`src/rtl/mult_div_unit.sv`:
```
// Multi-cycle multiply/divide unit with HI/LO registers (shift-add multiply, restoring divide).
// Optional MULDIV_DZ_EN: early-out on divide by zero with a div_zero pulse.
module mult_div_unit #(
  parameter int WIDTH = 32
) (
  input  logic             clk,
  input  logic             rst_n,
  input  logic             start,
  input  logic [2:0]       op,
  input  logic [WIDTH-1:0] A,
  input  logic [WIDTH-1:0] B,
  output logic             busy,
  output logic             done,
  output logic [WIDTH-1:0] hi,
  output logic [WIDTH-1:0] lo
`ifdef MULDIV_DZ_EN
  ,
  output logic             div_zero
`endif
);
  localparam int CW = $clog2(WIDTH + 1);

  typedef enum logic [1:0] {IDLE, CALC, FIX} state_t;

  state_t             state, state_nx;
  logic [CW-1:0]      count;
  logic [2*WIDTH-1:0] acc, acc_nx;
  logic [WIDTH-1:0]   b_reg, a_abs, b_abs, res_hi, res_lo;
  logic [WIDTH:0]     mul_sum, rem, diff;
  logic               is_div, neg_q, neg_r, start_md, sgn;
`ifdef MULDIV_DZ_EN
  logic               dz_flag;
`endif

  assign start_md = start && !op[2];
  assign sgn      = !op[0];
  assign a_abs    = (sgn && A[WIDTH-1]) ? -A : A;
  assign b_abs    = (sgn && B[WIDTH-1]) ? -B : B;
  assign busy     = (state != IDLE);

  // acc = {upper, lower}: product accumulates from the top, divide keeps {remainder, quotient}
  always_comb begin
    mul_sum = {1'b0, acc[2*WIDTH-1:WIDTH]} + (acc[0] ? {1'b0, b_reg} : '0);
    rem     = acc[2*WIDTH-1:WIDTH-1];
    diff    = rem - {1'b0, b_reg};
    if (!is_div)       acc_nx = {mul_sum, acc[WIDTH-1:1]};
    else if (!diff[WIDTH]) acc_nx = {diff[WIDTH-1:0], acc[WIDTH-2:0], 1'b1};
    else               acc_nx = {rem[WIDTH-1:0], acc[WIDTH-2:0], 1'b0};
  end

  always_comb begin
    if (is_div) begin
      res_lo = neg_q ? -acc[WIDTH-1:0] : acc[WIDTH-1:0];
      res_hi = neg_r ? -acc[2*WIDTH-1:WIDTH] : acc[2*WIDTH-1:WIDTH];
    end else begin
      {res_hi, res_lo} = neg_q ? -acc : acc;
    end
  end

  always_comb begin
    state_nx = state;
    case (state)
      IDLE: if (start_md) begin
        state_nx = CALC;
`ifdef MULDIV_DZ_EN
        if (op[1] && B == '0) state_nx = FIX;
`endif
      end
      CALC: if (count == CW'(WIDTH - 1)) state_nx = FIX;
      FIX:  state_nx = IDLE;
      default: state_nx = IDLE;
    endcase
  end

  always_ff @(posedge clk or negedge rst_n) begin
    if (!rst_n) state <= IDLE;
    else        state <= state_nx;
  end

  always_ff @(posedge clk or negedge rst_n) begin
    if (!rst_n) begin
      count  <= '0;
      acc    <= '0;
      b_reg  <= '0;
      is_div <= 1'b0;
      neg_q  <= 1'b0;
      neg_r  <= 1'b0;
      hi     <= '0;
      lo     <= '0;
      done   <= 1'b0;
`ifdef MULDIV_DZ_EN
      dz_flag  <= 1'b0;
      div_zero <= 1'b0;
`endif
    end else begin
      done <= 1'b0;
`ifdef MULDIV_DZ_EN
      div_zero <= 1'b0;
`endif
      case (state)
        IDLE: begin
          if (start_md) begin
            count  <= '0;
            acc    <= {{WIDTH{1'b0}}, a_abs};
            b_reg  <= b_abs;
            is_div <= op[1];
            neg_q  <= sgn && (A[WIDTH-1] ^ B[WIDTH-1]);
            neg_r  <= sgn && A[WIDTH-1];
`ifdef MULDIV_DZ_EN
            dz_flag <= op[1] && B == '0;
            // raw dividend goes straight to HI on the early-out path
            if (op[1] && B == '0) acc <= {{WIDTH{1'b0}}, A};
`endif
          end else if (start && op == 3'b100) begin
            hi <= A;
          end else if (start && op == 3'b101) begin
            lo <= A;
          end
        end
        CALC: begin
          acc   <= acc_nx;
          count <= count + 1'b1;
        end
        FIX: begin
          done <= 1'b1;
`ifdef MULDIV_DZ_EN
          div_zero <= dz_flag;
          if (dz_flag) begin
            hi <= acc[WIDTH-1:0];
            lo <= '1;
          end else
`endif
          begin
            hi <= res_hi;
            lo <= res_lo;
          end
        end
        default: ;
      endcase
    end
  end
endmodule

```
`config.mk`:
```
export PLATFORM = sky130hd
export DESIGN_NAME = mult_div_unit
export DESIGN_NICKNAME = d
export VERILOG_FILES = /design/src/rtl/mult_div_unit.sv
export SDC_FILE = /design/constraint.sdc
export NUM_CORES = 1
export LEC_CHECK = 0
export ABC_AREA = 1
export BUFFER_PORTS_ARGS = -buffer_cell sky130_fd_sc_hd__buf_2
export CORE_UTILIZATION = 55
export DETAILED_ROUTE_END_ITERATION = 6
export PLACE_DENSITY_LB_ADDON = 0.2
export SLEW_MARGIN = 20
export SYNTH_ARGS = -nofsm -noshare
export SYNTH_HDL_FRONTEND = slang
export SYNTH_SLANG_ARGS = --single-unit
```
`constraint.sdc`:
```
create_clock -name clk -period 3.5 [get_ports clk]
set_input_delay 0.175 -clock clk [delete_from_list [all_inputs] [get_ports clk]]
set_output_delay 0.175 -clock clk [all_outputs]
set_load 0.05 [all_outputs]
```
* Word level (Yosys, flattened, before mapping)
Index checks and enable logic that the tools add are counted.
** Storage, ports and cells
- Register bits :: 172
- Input bits :: 70
- Output and inout bits :: 66
- Word-level logic and storage cells :: 72
** Cells by class
- Add/sub/neg operators :: 8
- Eq/ne operators :: 11
- Muxes and demuxes :: 25
- Bitwise logic cells :: 1
- Reductions and logical operators :: 17
** Operators with widths (number)
- $mux W32 :: 12
- $mux W64 :: 4
- $neg A32 Y32 :: 4
- $pmux W32 S2 :: 2
- $pmux W64 S2 :: 1
- $neg A64 Y64 :: 1
- $add A32 B32 Y33 :: 1
- $sub A33 B32 Y33 :: 1
- $ne A2 B2 Y1 const B :: 6
- $pmux W6 S2 :: 1
- $add A6 B1 Y6 const B :: 1
- $eq A3 B3 Y1 const B :: 2
- $eq A6 B5 Y1 const B :: 1
- $logic_and A1 B1 Y1 :: 6
- $mux W6 :: 1
- $reduce_and A2 Y1 :: 3
- $reduce_bool A2 Y1 :: 3
- $mux W2 :: 2
- $pmux W2 S2 :: 1
- $reduce_and A4 Y1 :: 1
- $reduce_and A3 Y1 :: 1
- $eq A2 B1 Y1 const B :: 1
- $eq A2 B2 Y1 const B :: 1
- $logic_not A1 Y1 :: 2
- other kinds (3) :: 3

* Depth between registers and ports, before layout
Gate-level depths: netlist of the first run.
- Depth in word-level cells :: 6
- Mapped depth :: 21
- Depth with buffers taken out :: 19

* Worst setup path after synthesis of the first run
OpenSTA, ideal clock, no wires.
- Path kind :: reg2reg
- Start :: reg acc[0]
- End :: reg acc[55]
- Library setup time :: 0.117 ns
- Arrival :: 2.477 ns
- Required time :: 3.383 ns
- Slack :: 0.906 ns
- Cell stages (with the launch flop) :: 18
- Buffers on the path :: 2
- Cell sequence :: dfrtp_1 buf_6 clkbuf_1 nand2_1 inv_1 ha_1 inv_1 fa_1 inv_1 nand2_1 o21ai_0 inv_1 o21ai_0 nand3_1 nand4_1 nand3_1 nand3_1 nand2_1
** On the way
- Word-level cells in the longest chain between the ends :: 4
** Ends and longest elaborated chain
- start: declaration :: RTL line 27 : logic [2*WIDTH-1:0] acc, acc_nx;
- start signal: assignment :: RTL line 104 : acc <= {{WIDTH{1'b0}}, a_abs};
- start signal: assignment :: RTL line 121 : acc <= acc_nx;
- $mux W32 :: RTL line 43 : mul_sum = {1'b0, acc[2*WIDTH-1:WIDTH]} + (acc[0] ? {1'b0, b_reg} : '0);
- $add A32 B32 Y33 :: RTL line 43
- $mux W64 :: RTL line 46 : if (!is_div) acc_nx = {mul_sum, acc[WIDTH-1:1]};
- $pmux W64 S2 :: RTL line 100 : case (state)
Every way passes these cells.
A chain may end at the register's enable or synchronous reset.

* Worst setup path in the final report of the first run
- Start :: reg acc[31]
- End :: reg acc[42]
** On the way
- Word-level cells in the longest chain between the ends :: 4
** Ends and longest elaborated chain
- $sub A33 B32 Y33 :: RTL line 45 : diff = rem - {1'b0, b_reg};
- $mux W64 :: RTL line 47 : else if (!diff[WIDTH]) acc_nx = {diff[WIDTH-1:0], acc[WIDTH-2:0], 1'b1};
- $mux W64 :: RTL line 46
- $pmux W64 S2 :: RTL line 100
Every way passes these cells.

==> results of run 1 <==
==> path summary, 6_finish.rpt <==
| kind | endpoint | depth (start not counted) | slack (ns) | start |
|---|---|---|---|---|
| min in group asynchronous | hi[27]$_DFFE_PN0P_ | 2 | 0.25 | rst_n |
| min reg2reg | state[1]$_DFFE_PN0P_ | 1 | 0.45 | count[5]$_DFFE_PN0P_ |
| min | b_reg[11]$_DFFE_PN0P_ | 3 | 0.03 | B[11] |
| max reg2reg | acc[42]$_DFFE_PN0P_ | 18 | 0.38 | acc[31]$_DFFE_PN0P_ |
| max in group asynchronous | acc[10]$_DFFE_PN0P_ | 3 | 2.43 | rst_n |
| max | acc[42]$_DFFE_PN0P_ | 18 | 0.38 | acc[31]$_DFFE_PN0P_ |
==> logic make-up (layout without fill, tap and decap cells) <==
group	count (synthesis)	after routing
flip-flops	172	172
buffers and inverters	505	623
AND/OR/NAND/NOR	1663	1663
adder cells (fa/ha/maj)	71	71
AO/OA/AOI/OAI	484	484
XOR/XNOR	42	42
==> per-layer routing <==
metal  vias up  part of all wire
met4         0             0.091
met1      9401              0.37
met5         -                 0
met3       309             0.095
met2      1275              0.44
li1       9703                 -
==> power by group through the flow <==
stage	clock (uW)	sequential [uW]	combinational, uW
after floorplan	0	5010	10500
after global placement	0	4120	15700
after detailed placement	0	4160	15900
after CTS	2100	4130	16000
after global routing	2180	4280	18000
final	2120	4200	16500
==> cells in the mapped netlist, types with 15 or more instances <==
master / number / area [sq um]
xnor2_1: 20 / 175
nor3_1: 22 / 110
dfrtp_1: 172 / 4300
nor2_1: 373 / 1400
clkbuf_1: 61 / 229
ha_1: 69 / 863
nand2_1: 838 / 3150
nand3b_1: 18 / 135
a31oi_1: 58 / 363
nand2_2: 15 / 93.8
nand3_1: 298 / 1490
nor2_2: 15 / 93.8
a21oi_1: 174 / 871
inv_1: 401 / 1510
xor2_1: 22 / 193
nand4_1: 34 / 213
buf_2: 15 / 75.1
o21ai_0: 204 / 1020
==> area by class of cell <==
class,instances,share of cell area
Multi-Input combinational cell,2260,0.579
Clock inverter,13,0.00934
Clock buffer,19,0.0233
Timing Repair Buffer,180,0.0552
Sequential cell,172,0.226
Tap cell,396,0.0260
Inverter,411,0.0812
==> critical path, delay by kind of cell (launching register included) <==
kind	cells	cell delay, ns
AND/OR/NAND/NOR	14	1.74
adder cells (fa/ha/maj)	2	0.68
buffers and inverters	2	0.24
flip-flops	1	0.41
==> stage by stage <==
stage / instance area [sq um] / instances / setup WS [ns]
global route: 19000 / 3451 / 0.174
global placement: 18400 / 3417 / 0.559
CTS: 19000 / 3451 / 0.433
finish: 19000 / 3451 / 0.377
detailed placement: 18400 / 3417 / 0.468
floorplan: 17300 / 2937 / 0.906
==> cells in the final DEF, fill, tap and decap left out, types with 58 or more instances in the layout <==
cell	netlist	final
nand3_1	298	298
inv_1	401	401
buf_2	15	134
o21ai_0	204	204
dfrtp_1	172	171
a21oi_1	174	174
ha_1	69	69
a31oi_1	58	58
nor2_1	373	371
nand2_1	838	837
==> impl_metrics.ini, run 1 <==
[route]
avgViaCountPerCell = 5.99
ant_nets = 0
drc = 35
drt-pass1-iter-count = 7
routed_wirelength_um = 70200
avgRoutedWirePerCell_um = 20.3
via_count = 20688
initialDrtViolationCount = 2636

[global_route]
track_usage = 0.440
grt_util_met2 = 0.703
use_met1 = 0.513
overflow = 0
antenna_found_initial = 1
top_usage_layer = met2
grt_use_met3 = 0.0812
grt_pass1_wl_um = 106000
first_global_vias = 18696
grt_max_degree = 83

[sta]
finalHoldViolations = 0
rsz0062_at_grt = false
whs_ns = 0.0258
setup_viol = 0
max_slew_margin = 0.115
max_freq_ghz = 0.320
finalMaxSlewViolations = 0
post-route-period-util = 0.892
period_needed_ns = 3.12
tns_ns = 0
finClkSkew_ns = 0.0183
worst_slew_pin_slew_ns = 1.31

[die]
core_area_sq_um = 30700
die_h_um = 179
fp.dieW_um = 179
start_util = 0.562
io_pins = 136
die_area_sq_um = 32100
num_rows = 64

[synth]
synthAdderAreaFrac = 0.0523
ys_ff_latch = 172
synth_compound_area_frac = 0.151
syn_avg_cell_area_sq_um = 5.89
async_reset_ff_frac = 1.00
synth_edf_count = 0
synth_warnings = 0
synth-xor-area-share = 0.0213
ys_seq_area_frac = 0.249
synth_area_sq_um = 17300
syn_inst = 2937
yosys.area_share.simple = 0.412
syn-num-nets = 3078
synthMuxAreaShare = 0
synth_cell_types = 52
synth_top_family_by_area = simple AND/OR/NAND/NOR gates
synth_top_flop_cell = dfrtp_1

[job]
drv_cap = 0

[clock_network]
clk_latency_ns = 0.47
clk_pin_slew_worst_paths_ns = 0.08
cts-resized-gates = 0
numCtsBuffers = 17
postCtsSetupBuffers = 0
cts-hold-fix-buffers = 2
root_buffer = clkbuf_16
tritoncts = done
cts_num_sinks = 172
cts_max_level = 4
clockBufferDepth = 2

[pwr]
p_sw_frac = 0.601
powerDensity_nw_per_um2 = 1200
vdd.ir_drop.worst_mv = 0.627
p_clk_frac = 0.093
pwr-share-comb = 0.723
p_leak_uw = 0.00987
p_switching_uw = 13700
power.internal_uw = 9090
fin_total_pwr_uw = 22800
seq_power_share = 0.184

[worst_setup_path]
crit_arrival_ns = 3.52
cp-end-kind = register
crit_path_max_incr_delay_ns = 0.48
crit_type = register to register
required_ns = 3.90
cp_max_fo = 32
slowest_stage = nand2_4
startpoint_type = register
path_cells = inv_1, ha_1, fa_1, inv_1, nand2_1, nand2_1, nand3_1, nand2_2, nand2_2, nand2_2, nand2_4, nand2_4, nand2_4, nand2_4, nand2_1, nand3_1, nand3_1, nand2_1

[layout]
fillerInstances = 3077
seqCellArea_sq_um = 4310
regMostFlops = acc
final_nets = 3183
n_antenna_cell = 0
drive_gt1_frac = 0.0949
largest_reg_flops = 64
area_growth_pct = 10.0
fin_util = 0.619
multi_input_area_sq_um = 11000

[placed_design]
dpl.hpwl_um = 55000
gp_congestion = 1.09
port_buffers = 135

[run_status]
status = finished, violations left
violations = design-rule violations

[hold_path]
hp-class = input pin to register
No activity file was read; power rests on OpenSTA's default activity.
==> run 2, diff against run 1 <==
--- a/config.mk
+++ b/config.mk
@@ -7,10 +7,13 @@
 export LEC_CHECK = 0
 export ABC_AREA = 1
 export BUFFER_PORTS_ARGS = -buffer_cell sky130_fd_sc_hd__buf_2
-export CORE_UTILIZATION = 55
+export CELL_PAD_IN_SITES_DETAIL_PLACEMENT = 1
+export CELL_PAD_IN_SITES_GLOBAL_PLACEMENT = 1
+export CORE_UTILIZATION = 43
 export DETAILED_ROUTE_END_ITERATION = 6
 export PLACE_DENSITY_LB_ADDON = 0.2
 export SLEW_MARGIN = 20
 export SYNTH_ARGS = -nofsm -noshare
 export SYNTH_HDL_FRONTEND = slang
 export SYNTH_SLANG_ARGS = --single-unit
+export TNS_END_PERCENT = 50
==> constraint.sdc (replaced) <==
create_clock -name clk -period 3.5 [get_ports clk]
set_input_delay 0.175 -clock clk [delete_from_list [all_inputs] [get_ports clk]]
set_output_delay 0.175 -clock clk [all_outputs]
set_load 0.01 [all_outputs]
==> run 2 against run 1 <==
Net effect: final area rose by 1.0%; the run now ends clean; die area rose by 28%; critical endpoint is now acc[39]$_DFFE_PN0P_; largest cell class unchanged; critical path type unchanged; clock power fell by 9%; register-to-register slack got worse by 0.03 ns; largest power group unchanged; clock skew fell by 0.0011 ns; highest routed layer is now met5; combinational power fell by 4%; worst hold slack got worse by 0.014 ns.
==> impl_metrics.ini, run 2 (synthesis gave the netlist of run 1 again) <==
[run_status]
status = complete, no violations

[global_route]
first_global_vias = 21531
track_usage = 0.398
grt_max_degree = 89
grt_pass1_wl_um = 124000
overflow = 0
antenna_found_initial = 1

[placed_design]
gp_congestion = 1.01
place_inst = 3557
port_buffers = 135
preCtsSetupSlack_ns = 0.405
dpl.hpwl_um = 65600

[die]
start_util = 0.435
num_rows = 73
die_area_sq_um = 41000
io_pins = 136
fp.dieW_um = 203
core_area_sq_um = 39700
die_h_um = 203

[clock_network]
clk_pin_slew_worst_paths_ns = 0.08
postCtsSetupBuffers = 0
tritoncts = done
numCtsBuffers = 17
cts_max_level = 4
clockBufferDepth = 2
root_buffer = clkbuf_16
cts_num_sinks = 172
clk_latency_ns = 0.48

[worst_setup_path]
crit_type = register to register
cp-end-kind = register
r2r-end = acc[39]$_DFFE_PN0P_
r2r-start = acc[31]$_DFFE_PN0P_
startpoint_type = register
crit_arrival_ns = 3.53
cp_max_fo = 30
crit_start = acc[31]$_DFFE_PN0P_
endpoint = acc[39]$_DFFE_PN0P_
rrSetupSlack_ns = 0.35
required_ns = 3.87
rr_worst_depth = 17

[pwr]
vdd.ir_drop.worst_mv = 0.508
powerDensity_nw_per_um2 = 1150
p_leak_uw = 0.00988

[layout]
regMostFlops = acc
largest_reg_flops = 64
fin_util = 0.484
seqCellArea_sq_um = 4310
layout_common_cells = 837 x nand2_1, 401 x inv_1, 370 x nor2_1
final_nets = 3194
drive_gt1_frac = 0.0988
n_antenna_cell = 0
multi_input_area_sq_um = 11000
area_growth_pct = 11.2
final_common_cell = nand2_1
fillerInstances = 5694
fin_cells = 3591

[sta]
period_needed_ns = 3.15
post-route-period-util = 0.901
rsz0062_at_grt = false
max_freq_ghz = 0.317
finalHoldViolations = 0
worst_slew_pin_slew_ns = 0.940
max_slew_margin = 0.373
finalMaxSlewViolations = 0
timing.final.ws_setup_ns = 0.347
setup_viol = 0
tns_ns = 0
finClkSkew_ns = 0.0172

[route]
initialDrtViolationCount = 1558
drt-pass1-iter-count = 5
ant_nets = 0
drc = 0
avgRoutedWirePerCell_um = 22.6
routed_wirelength_um = 81000
via_count = 20868
avgViaCountPerCell = 5.81

[job]
drv_cap = 0

[hold_path]
hp-class = input pin to register
==> run 2: worst min path at each step <==
stage	start	to	slack (ns)	depth (start not counted)
floorplan	rst_n	acc[0]$_DFFE_PN0P_	-0.12	0
global placement	rst_n	hi[3]$_DFFE_PN0P_	0.31	1
detailed placement	rst_n	hi[11]$_DFFE_PN0P_	0.33	1
CTS	B[27]	b_reg[27]$_DFFE_PN0P_	0.007	3
global route	B[27]	b_reg[27]$_DFFE_PN0P_	0.04	3
finish	B[27]	b_reg[27]$_DFFE_PN0P_	0.01	3
==> run 2: layout make-up <==
class,count,area share
multi-input cells,2260,0.573
inverters,411,0.0803
flip-flops and latches,172,0.224
clock buffers,17,0.0221
clock inverters,15,0.00710
repair buffers,191,0.0589
well taps,525,0.0342
==> run 2: timing repair <==
action | 4_1_cts | 5_1_grt
hold buffers | 2 | 0
endpoints found under the hold margin | 86 | 0
resized for setup | 0 | 0
==> run 2: critical path, cell delays in order (launching register included) <==
cell and delay (ns):
dfrtp_1 0.45, inv_1 0.20, ha_1 0.30, fa_1 0.43
inv_1 0.11, nand2_1 0.07, nand2_1 0.07, nand3_1 0.08
nand2_2 0.11, nand2_2 0.06, nand2_2 0.09, nand2_4 0.08
nand3_4 0.14, nand2_4 0.33, nor2_8 0.22, nand2_1 0.13
nand3b_1 0.10, nand2_1 0.05
==> run 2: power breakdown <==
part,switching [uW],internal (uW),total (uW)
clock,994,934,1930
sequential,1370,2990,4360
combinational,10900,4990,15900
total,13300,8920,22200
==> run 2: stage by stage <==
step / total power (uW) / hold WS, ns / area, sq um
finish: 22200 / 0.0114 / 19200
global placement: 19300 / 0.311 / 18600
global route: 23900 / 0.0417 / 19200
detailed placement: 19900 / 0.328 / 18600
floorplan: 14400 / -0.121 / 17300
CTS: 21900 / 0.00716 / 19200
==> run 2: metal layers <==
layer  GRT usage  up-vias  share of wire
li1            -     9709              -
met1       0.450    10131           0.39
met2       0.681      744           0.48
met3      0.0528      282          0.051
met4       0.305        2          0.085
met5           0        -        0.00020
==> run 3, diff against run 2 <==
--- a/config.mk
+++ b/config.mk
@@ -6,10 +6,11 @@
 export NUM_CORES = 1
 export LEC_CHECK = 0
 export ABC_AREA = 1
+export ABC_CLOCK_PERIOD_IN_PS = 3800
 export BUFFER_PORTS_ARGS = -buffer_cell sky130_fd_sc_hd__buf_2
 export CELL_PAD_IN_SITES_DETAIL_PLACEMENT = 1
 export CELL_PAD_IN_SITES_GLOBAL_PLACEMENT = 1
-export CORE_UTILIZATION = 43
+export CORE_UTILIZATION = 46
 export DETAILED_ROUTE_END_ITERATION = 6
 export PLACE_DENSITY_LB_ADDON = 0.2
 export SLEW_MARGIN = 20
==> constraint.sdc (replaced) <==
create_clock -name clk -period 3.8 [get_ports clk]
set_input_delay 0.19 -clock clk [delete_from_list [all_inputs] [get_ports clk]]
set_output_delay 0.19 -clock clk [all_outputs]
set_load 0.01 [all_outputs]
==> run 3 against run 2 <==
Net effect: sequential power decreased by 9.4%; flip-flop and latch count unchanged; largest cell class unchanged; global-route usage increased by 4.2 points; combinational power decreased by 6%; clock power about the same; sequential share of layout area increased by 0.10 points; core utilization increased by 3.6 points.
==> impl_metrics.ini, run 3 (synthesis gave the netlist of run 1 again) <==
[sta]
post-route-period-util = 0.855
tns_ns = 0
whs_ns = 0.0431
max_freq_ghz = 0.308
finClkSkew_ns = 0.0178
worst_slew_pin_slew_ns = 1.03
rsz0062_at_grt = false
finalMaxSlewViolations = 0
setup_viol = 0
period_needed_ns = 3.25
finalHoldViolations = 0
max_slew_margin = 0.312
timing.final.ws_setup_ns = 0.553

[worst_setup_path]
cp-end-kind = register
slowest_stage = dfrtp_1
path_cells = inv_1, fa_1, inv_1, nand2_1, nand2_1, nand3_1, nand2_2, nand2_2, nand2_2, nand2_4, nand2_4, nand2_4, nand2_4, nand2_1, nand3_1, nand3_1, nand2_1
cp_max_fo = 32
crit_type = register to register
required_ns = 4.22
crit_arrival_ns = 3.67
startpoint_type = register
crit_path_max_incr_delay_ns = 0.51

[placed_design]
preCtsSetupSlack_ns = 0.659
port_buffers = 135
post_dp_cell_area_sq_um = 18500
gp_congestion = 1.04
dpl.hpwl_um = 66600

[pwr]
p_leak_uw = 0.00987
vdd.ir_drop.worst_mv = 0.585
powerDensity_nw_per_um2 = 1090

[job]
drv_cap = 0

[layout]
final_nets = 3187
final_cell_area_sq_um = 19100
largest_reg_flops = 64
area_growth_pct = 10.7
regMostFlops = acc
final_common_cell = nand2_1
multi_input_area_sq_um = 11000
fillerInstances = 5312
fin_util = 0.520
drive_gt1_frac = 0.0968
seqCellArea_sq_um = 4310
layout_common_cells = 837 x nand2_1, 401 x inv_1, 370 x nor2_1

[route]
routed_wirelength_um = 83500
drc = 0
avgRoutedWirePerCell_um = 23.7
drt-pass1-iter-count = 5
avgViaCountPerCell = 6.07
via_count = 21398
initialDrtViolationCount = 1486
ant_nets = 0

[die]
die_h_um = 196
start_util = 0.470
fp.dieW_um = 196
die_area_sq_um = 38400
num_rows = 70
core_area_sq_um = 36800
io_pins = 136

[global_route]
first_global_vias = 21940
overflow = 0
antenna_found_initial = 3
track_usage = 0.440
grt_max_degree = 91
grt_pass1_wl_um = 128000

[clock_network]
root_buffer = clkbuf_16
postCtsSetupBuffers = 0
clockBufferDepth = 2
tritoncts = done
clk_pin_slew_worst_paths_ns = 0.09
clk_latency_ns = 0.49
cts_max_level = 4
numCtsBuffers = 17
cts_num_sinks = 172

[hold_path]
hp-class = input pin to register

[run_status]
status = complete, no violations
[run 3: cell count changes in the layout (fill, tap and decap cells not counted)]
cell        before  now
clkbuf_8         0    1
buf_4           52   46
clkinv_4         4    2
nor3_4           1    0
clkinvlp_4       3    1
inv_8            2    3
buf_12           2    1
diode_2          0    1
bufinv_16        0    2
nor3_2           2    3
[run 3: worst paths after layout]
check	start	slack (ns)	to	cells after the start
hold reg to reg	count[5]$_DFFE_PN0P_	0.44	state[1]$_DFFE_PN0P_	1
min in group asynchronous	rst_n	0.37	hi[11]$_DFFE_PN0P_	2
max in group asynchronous	rst_n	2.47	acc[15]$_DFFE_PN0P_	3
hold / removal	B[10]	0.04	b_reg[10]$_DFFE_PN0P_	3
setup reg to reg	acc[32]$_DFFE_PN0P_	0.55	acc[55]$_DFFE_PN0P_	17
setup / recovery	acc[32]$_DFFE_PN0P_	0.55	acc[55]$_DFFE_PN0P_	17
[run 3: area by class of cell]
cell class / instances / share of cell area
diodes: 1 / 0.000131
well taps: 468 / 0.0306
multi-input cells: 2260 / 0.576
flip-flops and latches: 172 / 0.225
clock buffers: 18 / 0.0230
clock inverters: 14 / 0.00916
inverters: 411 / 0.0807
repair buffers: 184 / 0.0558
[run 3: per-layer routing]
layer	GRT usage	up-vias	part of all wire
li1	-	9700	-
met1	0.482	10331	0.37
met2	0.728	959	0.46
met3	0.0777	404	0.064
met4	0.401	4	0.11
met5	0	-	0.00028
[run 3: what timing repair did]
action / 4_1_cts / 5_1_grt
resized for setup: 0 / 0
hold buffers: 2 / 0
hold endpoints to repair: 89 / 0
[run 3: power by group]
part / leakage, uW / internal [uW] / switching (uW) / total [uW]
combinational: 0.00759 / 4570 / 10500 / 15000
clock: 0.000300 / 1010 / 946 / 1960
sequential: 0.00198 / 2760 / 1190 / 3950
[run 3: stage by stage]
stage / power (uW) / cells
3_5_place_dp: 18400 / 3493
3_3_place_gp: 17800 / 3493
6_report: 20900 / 3528
4_1_cts: 20500 / 3527
5_1_grt: 22400 / 3527
2_1_floorplan: 13300 / 2937
[run 3: worst max-delay path, delay by kind of cell (launching register included)]
family,cells,cell delay [ns]
adder cells (fa/ha/maj),1,0.50
AND/OR/NAND/NOR,14,1.81
flip-flops,1,0.51
buffers and inverters,2,0.32
